### config.mk
export PLATFORM = sky130hd
export DESIGN_NAME = spi_xfer_sequencer
export DESIGN_NICKNAME = d
export VERILOG_FILES = /design/src/rtl/spi_seq_pkg.sv /design/src/rtl/wb_single_access.sv /design/src/rtl/spi_xfer_sequencer.sv
export SDC_FILE = /design/constraint.sdc
export NUM_CORES = 1
export LEC_CHECK = 0
export ABC_AREA = 1
export BUFFER_PORTS_ARGS = -buffer_cell sky130_fd_sc_hd__buf_4
export CORE_UTILIZATION = 45
export CTS_CLUSTER_SIZE = 14
export DETAILED_ROUTE_END_ITERATION = 10
export HOLD_SLACK_MARGIN = 0.02
export PLACE_DENSITY = 0.67
export SKIP_LAST_GASP = 1
export SYNTH_ARGS = -nofsm -noshare
export SYNTH_HDL_FRONTEND = slang
export SYNTH_SLANG_ARGS = --single-unit
export TNS_END_PERCENT = 1
### constraint.sdc
create_clock -name wb_clk_i -period 2.6 [get_ports wb_clk_i]
set_input_delay 0.52 -clock wb_clk_i [delete_from_list [all_inputs] [get_ports wb_clk_i]]
set_output_delay 0.52 -clock wb_clk_i [all_outputs]
set_load 0.03 [all_outputs]
### src/rtl/spi_seq_pkg.sv
// Shared types and constants for the SPI transfer sequencer and its Wishbone access engine.
// Register map and status bits follow the simple_spi_top register file.
package spi_seq_pkg;

    typedef enum logic [3:0] {
        ST_INIT_SPCR = 4'd0,
        ST_INIT_SPER = 4'd1,
        ST_IDLE      = 4'd2,
        ST_WR_DATA   = 4'd3,
        ST_POLL      = 4'd4,
        ST_RD_DATA   = 4'd5,
        ST_CLR       = 4'd6,
        ST_DONE      = 4'd7,
        ST_ERR       = 4'd8
    } state_t;

    localparam logic [7:0] ADR_SPCR = 8'd0;
    localparam logic [7:0] ADR_SPSR = 8'd1;
    localparam logic [7:0] ADR_SPDR = 8'd2;
    localparam logic [7:0] ADR_SPER = 8'd3;

    localparam int SPSR_SPIF    = 7;
    localparam int SPSR_WCOL    = 6;
    localparam int SPSR_RFEMPTY = 0;

    // Writing a one to SPIF clears the transfer-complete flag.
    localparam logic [7:0] SPSR_CLR_SPIF = 8'h80;

    // States that own exactly one Wishbone access.
    function automatic logic is_access(input state_t st);
        case (st)
            ST_INIT_SPCR, ST_INIT_SPER, ST_WR_DATA,
            ST_POLL, ST_RD_DATA, ST_CLR: is_access = 1'b1;
            default:                     is_access = 1'b0;
        endcase
    endfunction

endpackage

### src/rtl/wb_single_access.sv
// Drives one classic Wishbone single access per start pulse, with a wait-cycle timeout.
// done pulses in the cycle after the access ends, which is also the mandatory cyc=0 cycle.
module wb_single_access
    import spi_seq_pkg::*;
#(
    parameter int ACK_LIMIT = 15
) (
    input  logic       clk,
    input  logic       rst,
    input  logic       start,
    input  logic       we,
    input  logic [7:0] adr,
    input  logic [7:0] dat,
    output logic       done,
    output logic       err,
    output logic [7:0] rdata,
    output logic [7:0] bus_adr,
    output logic [7:0] bus_wdata,
    output logic       bus_we,
    output logic       bus_cyc,
    output logic       bus_stb,
    input  logic [7:0] bus_rdata,
    input  logic       bus_ack,
    input  logic       bus_err
);

    localparam logic [7:0] WAIT_LAST = 8'(ACK_LIMIT - 1);

    logic       cyc_r;
    logic       we_r;
    logic       done_r;
    logic       err_r;
    logic [7:0] adr_r;
    logic [7:0] dat_r;
    logic [7:0] rdata_r;
    logic [7:0] wait_cnt_r;

    // Access engine: launch on start, finish on ack/err or after ACK_LIMIT unanswered cycles.
    always_ff @(posedge clk) begin
        if (rst) begin
            cyc_r      <= 1'b0;
            we_r       <= 1'b0;
            done_r     <= 1'b0;
            err_r      <= 1'b0;
            adr_r      <= 8'h00;
            dat_r      <= 8'h00;
            rdata_r    <= 8'h00;
            wait_cnt_r <= 8'h00;
        end else begin
            done_r <= 1'b0;
            err_r  <= 1'b0;
            if (cyc_r) begin
                if (bus_ack || bus_err) begin
                    cyc_r      <= 1'b0;
                    done_r     <= 1'b1;
                    err_r      <= bus_err;
                    wait_cnt_r <= 8'h00;
                    if (!we_r) begin
                        rdata_r <= bus_rdata;
                    end
                end else if (wait_cnt_r == WAIT_LAST) begin
                    cyc_r      <= 1'b0;
                    done_r     <= 1'b1;
                    err_r      <= 1'b1;
                    wait_cnt_r <= 8'h00;
                end else if (wait_cnt_r != 8'hFF) begin
                    wait_cnt_r <= wait_cnt_r + 8'd1;
                end
            end else if (start) begin
                cyc_r      <= 1'b1;
                we_r       <= we;
                adr_r      <= adr;
                dat_r      <= dat;
                wait_cnt_r <= 8'h00;
            end
        end
    end

    assign done      = done_r;
    assign err       = err_r;
    assign rdata     = rdata_r;
    assign bus_adr   = adr_r;
    assign bus_wdata = dat_r;
    assign bus_we    = we_r;
    assign bus_cyc   = cyc_r;
    assign bus_stb   = cyc_r;

endmodule

### src/rtl/spi_xfer_sequencer.sv
// Wishbone master that initialises simple_spi_top and then exchanges one byte per client request.
// The next access is launched in the idle cycle of the previous one, giving two cycles per zero-wait access.
module spi_xfer_sequencer
    import spi_seq_pkg::*;
#(
    parameter logic [7:0] SPCR_INIT  = 8'h50,
    parameter logic [7:0] SPER_INIT  = 8'h00,
    parameter int         POLL_LIMIT = 255,
    parameter int         ACK_LIMIT  = 15
) (
    input  logic       wb_clk_i,
    input  logic       wb_rst_i,
    input  logic       req_valid_i,
    input  logic [7:0] req_data_i,
    output logic       req_ready_o,
    output logic       rsp_valid_o,
    output logic [7:0] rsp_data_o,
    output logic       rsp_err_o,
    output logic       busy_o,
    output logic [7:0] wb_adr_o,
    output logic [7:0] wb_dat_o,
    input  logic [7:0] wb_dat_i,
    output logic       wb_we_o,
    output logic       wb_cyc_o,
    output logic       wb_stb_o,
    input  logic       wb_ack_i,
    input  logic       wb_err_i
);

    localparam logic [7:0] POLL_LAST = 8'(POLL_LIMIT - 1);

    state_t     state_r;
    state_t     state_next_s;
    logic       kick_r;
    logic [7:0] poll_cnt_r;
    logic       poll_retry_s;
    logic       launch_s;
    logic       acc_we_s;
    logic [7:0] acc_adr_s;
    logic [7:0] acc_dat_s;
    logic       acc_done_s;
    logic       acc_err_s;
    logic [7:0] acc_rdata_s;
    logic       req_ready_r;
    logic       rsp_valid_r;
    logic       rsp_err_r;
    logic [7:0] rsp_data_r;
    logic       busy_r;

    // Next-state decision; every access state leaves on its access completing.
    always_comb begin
        state_next_s = state_r;
        poll_retry_s = 1'b0;
        case (state_r)
            ST_INIT_SPCR: if (acc_done_s) state_next_s = acc_err_s ? ST_ERR : ST_INIT_SPER;
                          else            state_next_s = state_r;
            ST_INIT_SPER: if (acc_done_s) state_next_s = acc_err_s ? ST_ERR : ST_IDLE;
                          else            state_next_s = state_r;
            ST_IDLE:      if (req_valid_i) state_next_s = ST_WR_DATA;
                          else             state_next_s = state_r;
            ST_WR_DATA:   if (acc_done_s) state_next_s = acc_err_s ? ST_ERR : ST_POLL;
                          else            state_next_s = state_r;
            ST_POLL: begin
                if (!acc_done_s) begin
                    state_next_s = state_r;
                end else if (acc_err_s) begin
                    state_next_s = ST_ERR;
                end else if (!acc_rdata_s[SPSR_RFEMPTY]) begin
                    state_next_s = ST_RD_DATA;
                end else if (poll_cnt_r == POLL_LAST) begin
                    state_next_s = ST_ERR;
                end else begin
                    state_next_s = state_r;
                    poll_retry_s = 1'b1;
                end
            end
            ST_RD_DATA:   if (acc_done_s) state_next_s = acc_err_s ? ST_ERR : ST_CLR;
                          else            state_next_s = state_r;
            ST_CLR:       if (acc_done_s) state_next_s = acc_err_s ? ST_ERR : ST_DONE;
                          else            state_next_s = state_r;
            ST_DONE:      state_next_s = ST_IDLE;
            ST_ERR:       state_next_s = ST_INIT_SPCR;
            default:      state_next_s = ST_INIT_SPCR;
        endcase
    end

    // Launch the access owned by the state being entered (or re-entered for a poll retry).
    always_comb begin
        launch_s  = 1'b0;
        acc_we_s  = 1'b0;
        acc_adr_s = ADR_SPCR;
        acc_dat_s = 8'h00;
        if (is_access(state_next_s) && ((state_next_s != state_r) || poll_retry_s || kick_r)) begin
            launch_s = 1'b1;
        end else begin
            launch_s = 1'b0;
        end
        case (state_next_s)
            ST_INIT_SPCR: begin acc_we_s = 1'b1; acc_adr_s = ADR_SPCR; acc_dat_s = SPCR_INIT;     end
            ST_INIT_SPER: begin acc_we_s = 1'b1; acc_adr_s = ADR_SPER; acc_dat_s = SPER_INIT;     end
            ST_WR_DATA:   begin acc_we_s = 1'b1; acc_adr_s = ADR_SPDR; acc_dat_s = req_data_i;    end
            ST_POLL:      begin acc_we_s = 1'b0; acc_adr_s = ADR_SPSR; acc_dat_s = 8'h00;         end
            ST_RD_DATA:   begin acc_we_s = 1'b0; acc_adr_s = ADR_SPDR; acc_dat_s = 8'h00;         end
            ST_CLR:       begin acc_we_s = 1'b1; acc_adr_s = ADR_SPSR; acc_dat_s = SPSR_CLR_SPIF; end
            default:      begin acc_we_s = 1'b0; acc_adr_s = ADR_SPCR; acc_dat_s = 8'h00;         end
        endcase
    end

    // State, poll counter and client-facing outputs, all registered from the next state.
    always_ff @(posedge wb_clk_i) begin
        if (wb_rst_i) begin
            state_r     <= ST_INIT_SPCR;
            kick_r      <= 1'b1;
            poll_cnt_r  <= 8'h00;
            req_ready_r <= 1'b0;
            rsp_valid_r <= 1'b0;
            rsp_err_r   <= 1'b0;
            rsp_data_r  <= 8'h00;
            busy_r      <= 1'b0;
        end else begin
            state_r     <= state_next_s;
            kick_r      <= 1'b0;
            req_ready_r <= (state_next_s == ST_IDLE);
            busy_r      <= (state_next_s != ST_IDLE);
            rsp_valid_r <= (state_next_s == ST_DONE) || (state_next_s == ST_ERR);
            rsp_err_r   <= (state_next_s == ST_ERR);
            if (state_next_s != state_r) begin
                poll_cnt_r <= 8'h00;
            end else if (poll_retry_s && (poll_cnt_r != 8'hFF)) begin
                poll_cnt_r <= poll_cnt_r + 8'd1;
            end
            if (state_next_s == ST_ERR) begin
                rsp_data_r <= 8'h00;
            end else if ((state_r == ST_RD_DATA) && acc_done_s) begin
                rsp_data_r <= acc_rdata_s;
            end
        end
    end

    wb_single_access #(
        .ACK_LIMIT (ACK_LIMIT)
    ) u_access (
        .clk       (wb_clk_i),
        .rst       (wb_rst_i),
        .start     (launch_s),
        .we        (acc_we_s),
        .adr       (acc_adr_s),
        .dat       (acc_dat_s),
        .done      (acc_done_s),
        .err       (acc_err_s),
        .rdata     (acc_rdata_s),
        .bus_adr   (wb_adr_o),
        .bus_wdata (wb_dat_o),
        .bus_we    (wb_we_o),
        .bus_cyc   (wb_cyc_o),
        .bus_stb   (wb_stb_o),
        .bus_rdata (wb_dat_i),
        .bus_ack   (wb_ack_i),
        .bus_err   (wb_err_i)
    );

    assign req_ready_o = req_ready_r;
    assign rsp_valid_o = rsp_valid_r;
    assign rsp_err_o   = rsp_err_r;
    assign rsp_data_o  = rsp_data_r;
    assign busy_o      = busy_r;

endmodule

Word level (Yosys, flattened, before mapping). Index checks and enable logic that the tools add are counted.

Reduce and logical (&&, ||, !) cells: 20. Add/sub/neg operators: 2. Divide/modulo/power cells: 0. Bitwise logic cells: 2. Mux-type cells: 39. Equality and inequality tests: 22. Shifts and indexed selects: 0. $lt $le $gt $ge: 0. Multiply operators: 0.

Operators by type and width (count): two-way mux 4 bit (15); two-way mux 8 bit (5); equality test 4 x 3 -> 1 bit (second input constant) (8); case mux 4 bit (8 select lines) (1); case mux 8 bit (3 select lines) (1); adder 8 x 1 -> 8 bit (second input constant) (2); equality test 4 x 2 -> 1 bit (second input constant) (4); two-way mux 1 bit (16); != test 8 bit (second input constant) (2); OR reduction 2 bit (5); equality test 4 x 1 -> 1 bit (second input constant) (2); equality test 8 x 4 -> 1 bit (second input constant) (1); equality test 8 bit (second input constant) (1); zero test 4 bit (2); case mux 2 bit (3 select lines) (1); OR reduction 6 bit (1); equality test 4 bit (second input constant) (1); logical OR 1 bit (4); != test 4 x 2 -> 1 bit (second input constant) (1); != test 4 bit (1); != test 4 bit (second input constant) (1); AND reduction 2 bit (2); OR reduction 4 bit (1); logical AND 1 bit (3); 3 further kinds (4).

Register bits: 61. Bits in read-only memories: 0. Bits of input ports: 21. Bits in writable memories: 0. Memories kept: 0. Latch bits: 0.

Depth between registers and ports, before layout. Gate-level depths: netlist of the first run.

Depth after elaboration: 13. Depth in mapped cells: 20.

Cells and area by module. A second synthesis of the first run with hierarchy kept.

Cell total of the unflattened synthesis: 444. Area, all modules: 3034.2 sq um.

Modules (own cells, without submodules): wb_single_access (area an instance 1541.5 sq um, instances 1, cells an instance 214); spi_xfer_sequencer (area an instance 1492.7 sq um, instances 1, cells an instance 230).

Least setup slack after synthesis of the first run. OpenSTA, ideal clock, no wires.

Path type: reg2reg. Start point: reg poll_cnt_r[0]. End point: reg u_access.wait_cnt_r[3]. Stages on the path, launching flop included: 20. Setup time: 0.115 ns. Setup slack: 0.670 ns. Clock period less this slack: 1.930 ns. Arrival time: 1.815 ns. Cell sequence: dfxtp_1 > inv_1 > ha_1 > inv_1 > nor2_1 > nand3_1 > nand2_1 > nand2_1 > nand2_1 > nand2_2 > clkinv_2 > nand2_2 > nor2_2 > nor2_2 > nand2_2 > nand2_2 > nand2_4 > buf_6 > a21oi_1 > nor2_1.

Word-level cells in the longest chain between the ends: 13.

RTL lines: from (decl) (RTL line spi_xfer_sequencer.sv:35) `logic [7:0] poll_cnt_r;`; from (signal assigned) (RTL line spi_xfer_sequencer.sv:130) `poll_cnt_r <= poll_cnt_r + 8'd1;`; equality test 8 bit (*) (RTL line spi_xfer_sequencer.sv:70) `end else if (poll_cnt_r == POLL_LAST) begin`; two-way mux 4 bit (RTL line spi_xfer_sequencer.sv:70); two-way mux 4 bit (RTL line spi_xfer_sequencer.sv:68) `end else if (!acc_rdata_s[SPSR_RFEMPTY]) begin`; two-way mux 4 bit (RTL line spi_xfer_sequencer.sv:66) `end else if (acc_err_s) begin`; two-way mux 4 bit (RTL line spi_xfer_sequencer.sv:64) `if (!acc_done_s) begin`; case mux 4 bit (8 select lines) (RTL line spi_xfer_sequencer.sv:54) `case (state_r)`; equality test 4 x 3 -> 1 bit, or another cell as far along (RTL line spi_seq_pkg.sv:31) `case (st)`; OR reduction 6 bit or logical OR 1 bit (tied branches) (RTL line spi_seq_pkg.sv:31, spi_xfer_sequencer.sv:93); two-way mux 1 bit or logical OR 1 bit (tied branches) (RTL line spi_seq_pkg.sv:31, spi_xfer_sequencer.sv:93); logical AND 1 bit (*) (RTL line spi_xfer_sequencer.sv:93) `if (is_access(state_next_s) && ((state_next_s != state_r) || poll_retry_s || kick_r)) begin`; two-way mux 1 bit (*) (RTL line spi_xfer_sequencer.sv:93); nonzero test 2 bit (no line) (*); AND reduction 2 bit (no line) (*); to (signal assigned) (RTL line wb_single_access.sv:67) `wait_cnt_r <= wait_cnt_r + 8'd1;`; to (decl) (RTL line wb_single_access.sv:36) `logic [7:0] wait_cnt_r;`.

Every way passes the cells marked *; elsewhere a longest branch is shown, timed or not. A chain may end at the register's enable or synchronous reset.

Final worst setup path of the first run.
Start point: reg poll_cnt_r[0]. End point: reg u_access.dat_r[7] (netlist: u_access.bus_wdata[7]).

Word-level cells in the longest chain between the ends: 12.

RTL lines: equality test 8 bit (*) (RTL line spi_xfer_sequencer.sv:70); two-way mux 4 bit (RTL line spi_xfer_sequencer.sv:70); two-way mux 4 bit (RTL line spi_xfer_sequencer.sv:68); two-way mux 4 bit (RTL line spi_xfer_sequencer.sv:66); two-way mux 4 bit (RTL line spi_xfer_sequencer.sv:64); case mux 4 bit (8 select lines) (RTL line spi_xfer_sequencer.sv:54); equality test 4 x 3 -> 1 bit, or another cell as far along (RTL line spi_seq_pkg.sv:31, spi_xfer_sequencer.sv:98); OR reduction 6 bit or logical OR 1 bit (tied branches) (RTL line spi_seq_pkg.sv:31, spi_xfer_sequencer.sv:93); two-way mux 1 bit or logical OR 1 bit (tied branches) (RTL line spi_seq_pkg.sv:31, spi_xfer_sequencer.sv:93); logical AND 1 bit (RTL line spi_xfer_sequencer.sv:93); two-way mux 1 bit (RTL line spi_xfer_sequencer.sv:93); AND reduction 2 bit (no line); to (signal assigned) (RTL line wb_single_access.sv:73) `dat_r <= dat;`; to (decl) (RTL line wb_single_access.sv:34) `logic [7:0] dat_r;`.

Marked as above.

==> flow_metrics.env, run 1 <==
export IMPL_antenna_found_initial=0
export IMPL_maxSlewViolCount=0
export IMPL_grt_pass1_vias=2300
export IMPL_rsz0062_at_grt="no"
export IMPL_fin_nets=460
export IMPL_holdPathStages=3
export IMPL_crit_path_frequent_cell="nand2_1"
export IMPL_fill_cells=598
export IMPL_synth_edf_count=0
export IMPL_firstDrtPassIters=6
export IMPL_synth_area_mux_share_pct=2.54
export IMPL_async_flop_share_pct=0
export IMPL_clk_latency_ns=0.31
export IMPL_syn_area_per_cell_sq_um=7.09
export IMPL_path_buf_inv=4
export IMPL_ir_worst_vdd_v=0.000315
export IMPL_ff2ff_path_depth=18
export IMPL_holdWs_ns=0.421
export IMPL_cp_max_fo=13
export IMPL_synth_top_family_by_area="simple AND/OR/NAND/NOR gates"
export IMPL_path_depth=18
export IMPL_slowest_delay_ns=0.35
export IMPL_rows=28
export IMPL_clock_sinks=55
export IMPL_drive_gt1_share_pct=20.0
export IMPL_synth_seq_cells=55
export IMPL_post_route_period_util_pct=83.9
export IMPL_grt_max_degree=25
export IMPL_post_dp_hpwl_um=4180
export IMPL_final_core_util_pct=54.9
export IMPL_cts_root_buf="clkbuf_8"
export IMPL_crit_chain="inv_1 -> ha_1 -> inv_1 -> nor2_1 -> nand3_1 -> nand2_1 -> nand2_1 -> nand2_1 -> nand2_2 -> clkinv_2 -> nand2_2 -> nor2_2 -> nor2_2 -> nand2_2 -> nand3_4 -> inv_4 -> nand2_1 -> a21oi_1"
export IMPL_hold_violations=0
export IMPL_fin_cells=511
export IMPL_clkTransAtPathRegs_ns=0.10
export IMPL_grt_pass1_wl_um=9920
export IMPL_arrival_ns=2.43
export IMPL_yosysMostFrequentCell="nand2_1"
export IMPL_routed_via_count=2501
export IMPL_clk_path_buf_depth=2
export IMPL_hold_class="primary input to flop"
export IMPL_synth_area_sq_um=2760
export IMPL_ys_top_cells_by_area="dfxtp_1 (40%), nand2_1 (13%), nor2_1 (9.1%), nand3_1 (4.0%), inv_1 (3.7%)"
export IMPL_antenna_cells=0
export IMPL_boundaryPins=52
export IMPL_setup_viol_count_final=0
export IMPL_max_freq_ghz=0.458
export IMPL_ys_warn_count=0
export IMPL_yosys_area_share_adder_pct=1.81
export IMPL_p_leak_nw=1.47
export IMPL_synth_seq_area_share_pct=39.9
export IMPL_worstMarginPinSlew_ns=0.602
export IMPL_worst_ep_required_time_ns=2.84
export IMPL_synth_xor_area_share_pct=2.22
export IMPL_fin_skew_ns=0.00795
export IMPL_wl_per_cell_um=11.3
export IMPL_fin_crit_ns=2.18
export IMPL_place_congestion=0.877
export IMPL_vias_per_cell=4.89
export IMPL_max_cap_violations=0
export IMPL_critPathKind="flop to flop"
export IMPL_synth_top_area_cell="dfxtp_1"
export IMPL_die_width_um=80.3
export IMPL_yosys_area_share_simple_pct=36.7
export IMPL_grtUsageTotal_pct=19.4
export IMPL_slowest_stage="dfxtp_1"
export IMPL_yosys_top_cells_count="nand2_1 (95), nor2_1 (67), dfxtp_1 (55)"
export IMPL_die_y_um=80.3
export IMPL_drc=0
export IMPL_gr_total_overflow=0
export IMPL_powerDensity_nw_per_um2=637
export IMPL_cp_end_kind="flop"
export IMPL_portBuffers=45
export IMPL_cts_tree="done"
export IMPL_critPathTopFamily="simple AND/OR/NAND/NOR gates"
export IMPL_synth_top_area_share_pct=39.9
export IMPL_cts_inserted_buffers=5
export IMPL_post_cts_buffers=0
export IMPL_status="finished clean"
export IMPL_dp_cells=503
export IMPL_area_delta_synth_final_pct=17.8
export IMPL_relSlewSlack_pct=59.7
export IMPL_postCtsResizedCells=0
export IMPL_synth_compound_area_share_pct=8.17
export IMPL_ctsHoldBuffers=0
export IMPL_cts_max_level=2
export IMPL_ant_nets=0
export IMPL_die_area_sq_um=6440
export IMPL_initial_core_util_pct=46.6
export IMPL_ys_flop_type="dfxtp_1"
export IMPL_critical_path_startpoint_type="flop"
export IMPL_yosysUniqueCellTypes=42
export IMPL_setup_tns_ns=0
export IMPL_wl_um=5780
export IMPL_drt_iter0_drc=120
export IMPL_coreArea_sq_um=5920
export IMPL_synth_cells=389
per-stage QoR:
step | instance area [sq um] | total power [mW] | worst slack [ns]
floorplan | 2780 | 1.38 | 0.670
global placement | 3130 | 1.49 | 0.347
detailed placement | 3130 | 1.50 | 0.255
CTS | 3240 | 2.08 | 0.239
global route | 3250 | 2.20 | 0.112
finish | 3250 | 2.07 | 0.418
cells by family (layout without fill, tap and decap cells):
| kind of cell | count (synthesis) | after routing |
|---|---|---|
| buffers and inverters | 49 | 91 |
| other | 1 | 6 |
| AOI/OAI and AO/OA | 41 | 41 |
| and+or+nand+nor | 225 | 225 |
| xor gates and xnor gates | 7 | 7 |
| DFF | 55 | 55 |
| adders and majority gates | 4 | 4 |
| muxes | 7 | 7 |
sequential cells by signal (all words and copies together), names as in the netlist, 2 cells and up:
name / flops
u_access.bus_wdata: 8
u_access.wait_cnt_r: 8
rsp_data_o: 8
u_access.rdata: 8
state_r: 4
u_access.bus_adr: 2
poll_cnt_r: 8
cells in the final DEF, fill, tap and decap left out, types with 3 or more instances in the layout:
cell type and count:
nand3_1 22, o21ai_0 11, or2_2 3, inv_1 27
nor3_1 7, nor2_1 67, nand3_2 3, dfxtp_1 55
nor2_2 5, inv_2 5, mux2i_1 7, nand3b_1 3
ha_1 4, buf_4 48, xor2_1 6, clkbuf_8 5
nand4_1 4, nand2_2 7, nand2_1 95, conb_1 6
a21oi_1 20
worst register-to-register path: cells and delay by family (launching register included):
family / cells / cell delay, ns
AOI/OAI and AO/OA: 1 / 0.14
adders and majority gates: 1 / 0.14
buffers and inverters: 4 / 0.38
DFF: 1 / 0.35
and+or+nand+nor: 12 / 1.12
metal layers:
layer / GRT usage, % / up-vias / routed length (um)
li1: - / 1318 / -
met1: 24.6 / 1123 / 2690
met2: 33.2 / 50 / 2800
met3: 3.41 / 10 / 197
met4: 6.25 / 0 / 93
met5: 0 / - / 0
report_power, final:
group | switching, mW | total [mW] | internal (mW) | leakage [nW]
Combinational | 0.333 | 0.514 | 0.180 | 0.966
Clock | 0.288 | 0.580 | 0.292 | 0.0558
Sequential | 0.0579 | 0.977 | 0.919 | 0.448
Total | 0.680 | 2.07 | 1.39 | 1.47
worst paths after layout:
kind	end	slack (ns)	startpoint
setup / recovery	u_access.bus_wdata[7]	0.42	poll_cnt_r[0]
hold / removal	u_access.rdata[6]	0.42	wb_dat_i[6]
setup reg to reg	u_access.bus_wdata[7]	0.42	poll_cnt_r[0]
hold reg to reg	u_access.bus_wdata[4]	0.48	u_access.bus_wdata[4]
final cells by class:
type	instances	area, sq um	share of cell area (%)
Tap cell	75	93.8	2.89
Timing Repair Buffer	48	360	11.1
Inverter	35	135	4.16
Clock buffer	6	72.6	2.23
Sequential cell	55	1100	33.9
Clock inverter	2	38.8	1.19
Multi-Input combinational cell	290	1450	44.6
(Power assumes the default switching activity.)
==> run 2, diff against run 1 <==
==> constraint.sdc (replaced) <==
create_clock -name wb_clk_i -period 2.15 [get_ports wb_clk_i]
set_input_delay 0.43 -clock wb_clk_i [delete_from_list [all_inputs] [get_ports wb_clk_i]]
set_output_delay 0.43 -clock wb_clk_i [all_outputs]
set_load 0.03 [all_outputs]
==> run 2 against run 1 <==
  * Combinational power is 34% higher
  * Clock skew is 0.0043 ns higher
  * First-iteration DRC count is 2.5% higher
  * Register-to-register slack worse by 0.35 ns
  * Clock power is 5.2% higher
  * Critical endpoint is now u_access.wait_cnt_r[2]
==> flow_metrics.env, run 2 (synthesis gave the netlist of run 1 again) <==
export IMPL_wl_met1_um=2860
export IMPL_clk_latency_ns=0.31
export IMPL_grt_pass1_vias=2292
export IMPL_coreArea_sq_um=5920
export IMPL_wl_um=5910
export IMPL_final_area_sq_um=3360
export IMPL_area_delta_synth_final_pct=22.0
export IMPL_ant_nets=0
export IMPL_final_core_util_pct=56.8
export IMPL_met2WireLength_um=2770
export IMPL_critical_path_startpoint_type="flop"
export IMPL_hold_violations=0
export IMPL_wl_per_cell_um=11.4
export IMPL_antenna_found_initial=0
export IMPL_arrival_ns=2.28
export IMPL_cp_end_kind="flop"
export IMPL_cts_inserted_buffers=5
export IMPL_r2r_start="poll_cnt_r[0]"
export IMPL_place_congestion=0.882
export IMPL_setup_tns_ns=0
export IMPL_grt_max_degree=25
export IMPL_holdWs_ns=0.333
export IMPL_layout_common_cells="nand2_1 (95), nor2_1 (64), buf_4 (53), dfxtp_1 (50), inv_1 (27)"
export IMPL_cts_max_level=2
export IMPL_critical_path_startpoint="poll_cnt_r[0]"
export IMPL_worst_ep_required_time_ns=2.36
export IMPL_powerDensity_nw_per_um2=738
export IMPL_grt_pass1_wl_um=9910
export IMPL_total_power_mw=2.48
export IMPL_gr_total_overflow=0
export IMPL_top_layer="met4"
export IMPL_ff2ff_path_depth=17
export IMPL_cts_tree="done"
export IMPL_layout_commonest_cell="nand2_1"
export IMPL_post_dp_hpwl_um=4200
export IMPL_antenna_cells=0
export IMPL_die_area_sq_um=6440
export IMPL_max_freq_ghz=0.481
export IMPL_holdPathStages=3
export IMPL_dr_wl_met3_um=211
export IMPL_grtUsageTotal_pct=19.4
export IMPL_regToRegSetupSlack_ns=0.07
export IMPL_max_cap_violations=0
export IMPL_clkTransAtPathRegs_ns=0.11
export IMPL_boundaryPins=52
export IMPL_rows=28
export IMPL_die_y_um=80.3
export IMPL_critPathKind="flop to flop"
export IMPL_drc=0
export IMPL_setup_viol_count_final=0
export IMPL_vias_per_cell=4.88
export IMPL_clock_sinks=55
export IMPL_fin_skew_ns=0.0123
export IMPL_maxSlewViolCount=0
export IMPL_ir_worst_vdd_v=0.000359
export IMPL_clk_path_buf_depth=2
export IMPL_drt_iter0_drc=123
export IMPL_hold_class="primary input to flop"
export IMPL_rsz0062_at_grt="yes"
export IMPL_postPlaceCellArea_sq_um=3180
export IMPL_die_width_um=80.3
export IMPL_routed_via_count=2526
export IMPL_drive_gt1_share_pct=24.4
export IMPL_cp_max_fo=7
export IMPL_status="finished clean"
export IMPL_fill_cells=583
export IMPL_p_leak_nw=1.51
export IMPL_cts_root_buf="clkbuf_8"
export IMPL_initial_core_util_pct=46.6
export IMPL_fin_crit_ns=2.08
export IMPL_firstDrtPassIters=4
export IMPL_fin_nets=467
export IMPL_post_route_period_util_pct=96.7
export IMPL_portBuffers=45
export IMPL_min_from="wb_dat_i[7]"
[run 2: cell count changes in the layout (fill, tap and decap cells not counted), moves of 2 or more]
cell and delta:
a21oi_2 +2, dfxtp_1 -5, a21oi_1 -2, dfxtp_2 +5, buf_4 +5, nor2_4 +2
nor2_1 -3, clkinv_4 +2
[run 2: cell type report]
type | instances | area, sq um | area share (%)
clock buffer | 5 | 68.8 | 2.05
clock inverter | 3 | 28.8 | 0.855
inverter | 35 | 136 | 4.05
multi-input combinational | 291 | 1510 | 44.9
sequential | 55 | 1110 | 32.9
tap | 75 | 93.8 | 2.79
timing repair buffer | 54 | 418 | 12.4
[run 2: final timing paths]
| kind | endpoint |
|---|---|
| worst max-delay path | u_access.wait_cnt_r[2] |
| worst max register to register | u_access.wait_cnt_r[2] |
| worst min register to register | u_access.bus_adr[1] |
| worst min-delay path | u_access.rdata[7] |
[run 2: per-stage QoR]
step           setup slack, ns  std cells
3_5_place_dp            0.0678        508
4_1_cts                 0.0373        516
6_report                0.0717        518
5_1_grt                 -0.146        518
3_3_place_gp            0.0736        508
2_1_floorplan            0.220        394
[run 2: worst max-delay path: stages (launching register included)]
cell,delay (ns)
dfxtp_2,0.35
inv_1,0.07
ha_1,0.14
inv_1,0.04
nor2_2,0.11
nand2_1,0.08
nand2_1,0.06
nand2_1,0.04
nand2_1,0.08
nand2_1,0.06
nand2_2,0.08
nand2_2,0.08
a2bb2oi_1,0.20
nand2_2,0.12
nand2_4,0.14
nand2_4,0.10
a21oi_1,0.15
nor2_1,0.06
[run 2: report_power, final]
group / switching [mW] / leakage (nW) / internal [mW]
registers: 0.0700 / 0.451 / 1.11
clock network: 0.368 / 0.0502 / 0.242
logic: 0.433 / 1.01 / 0.258
total: 0.871 / 1.51 / 1.61
[run 2: what timing repair did]
item,in CTS,in global routing
gates resized for setup,0,20
hold buffers,0,0
setup endpoints to repair,0,24
buffers inserted,0,1
[run 2: layer usage]
| layer | vias up | track usage (%) |
|---|---|---|
| li1 | 1332 | - |
| met1 | 1133 | 25.6 |
| met2 | 53 | 31.7 |
| met3 | 8 | 3.86 |
| met4 | 0 | 5.89 |
| met5 | - | 0 |
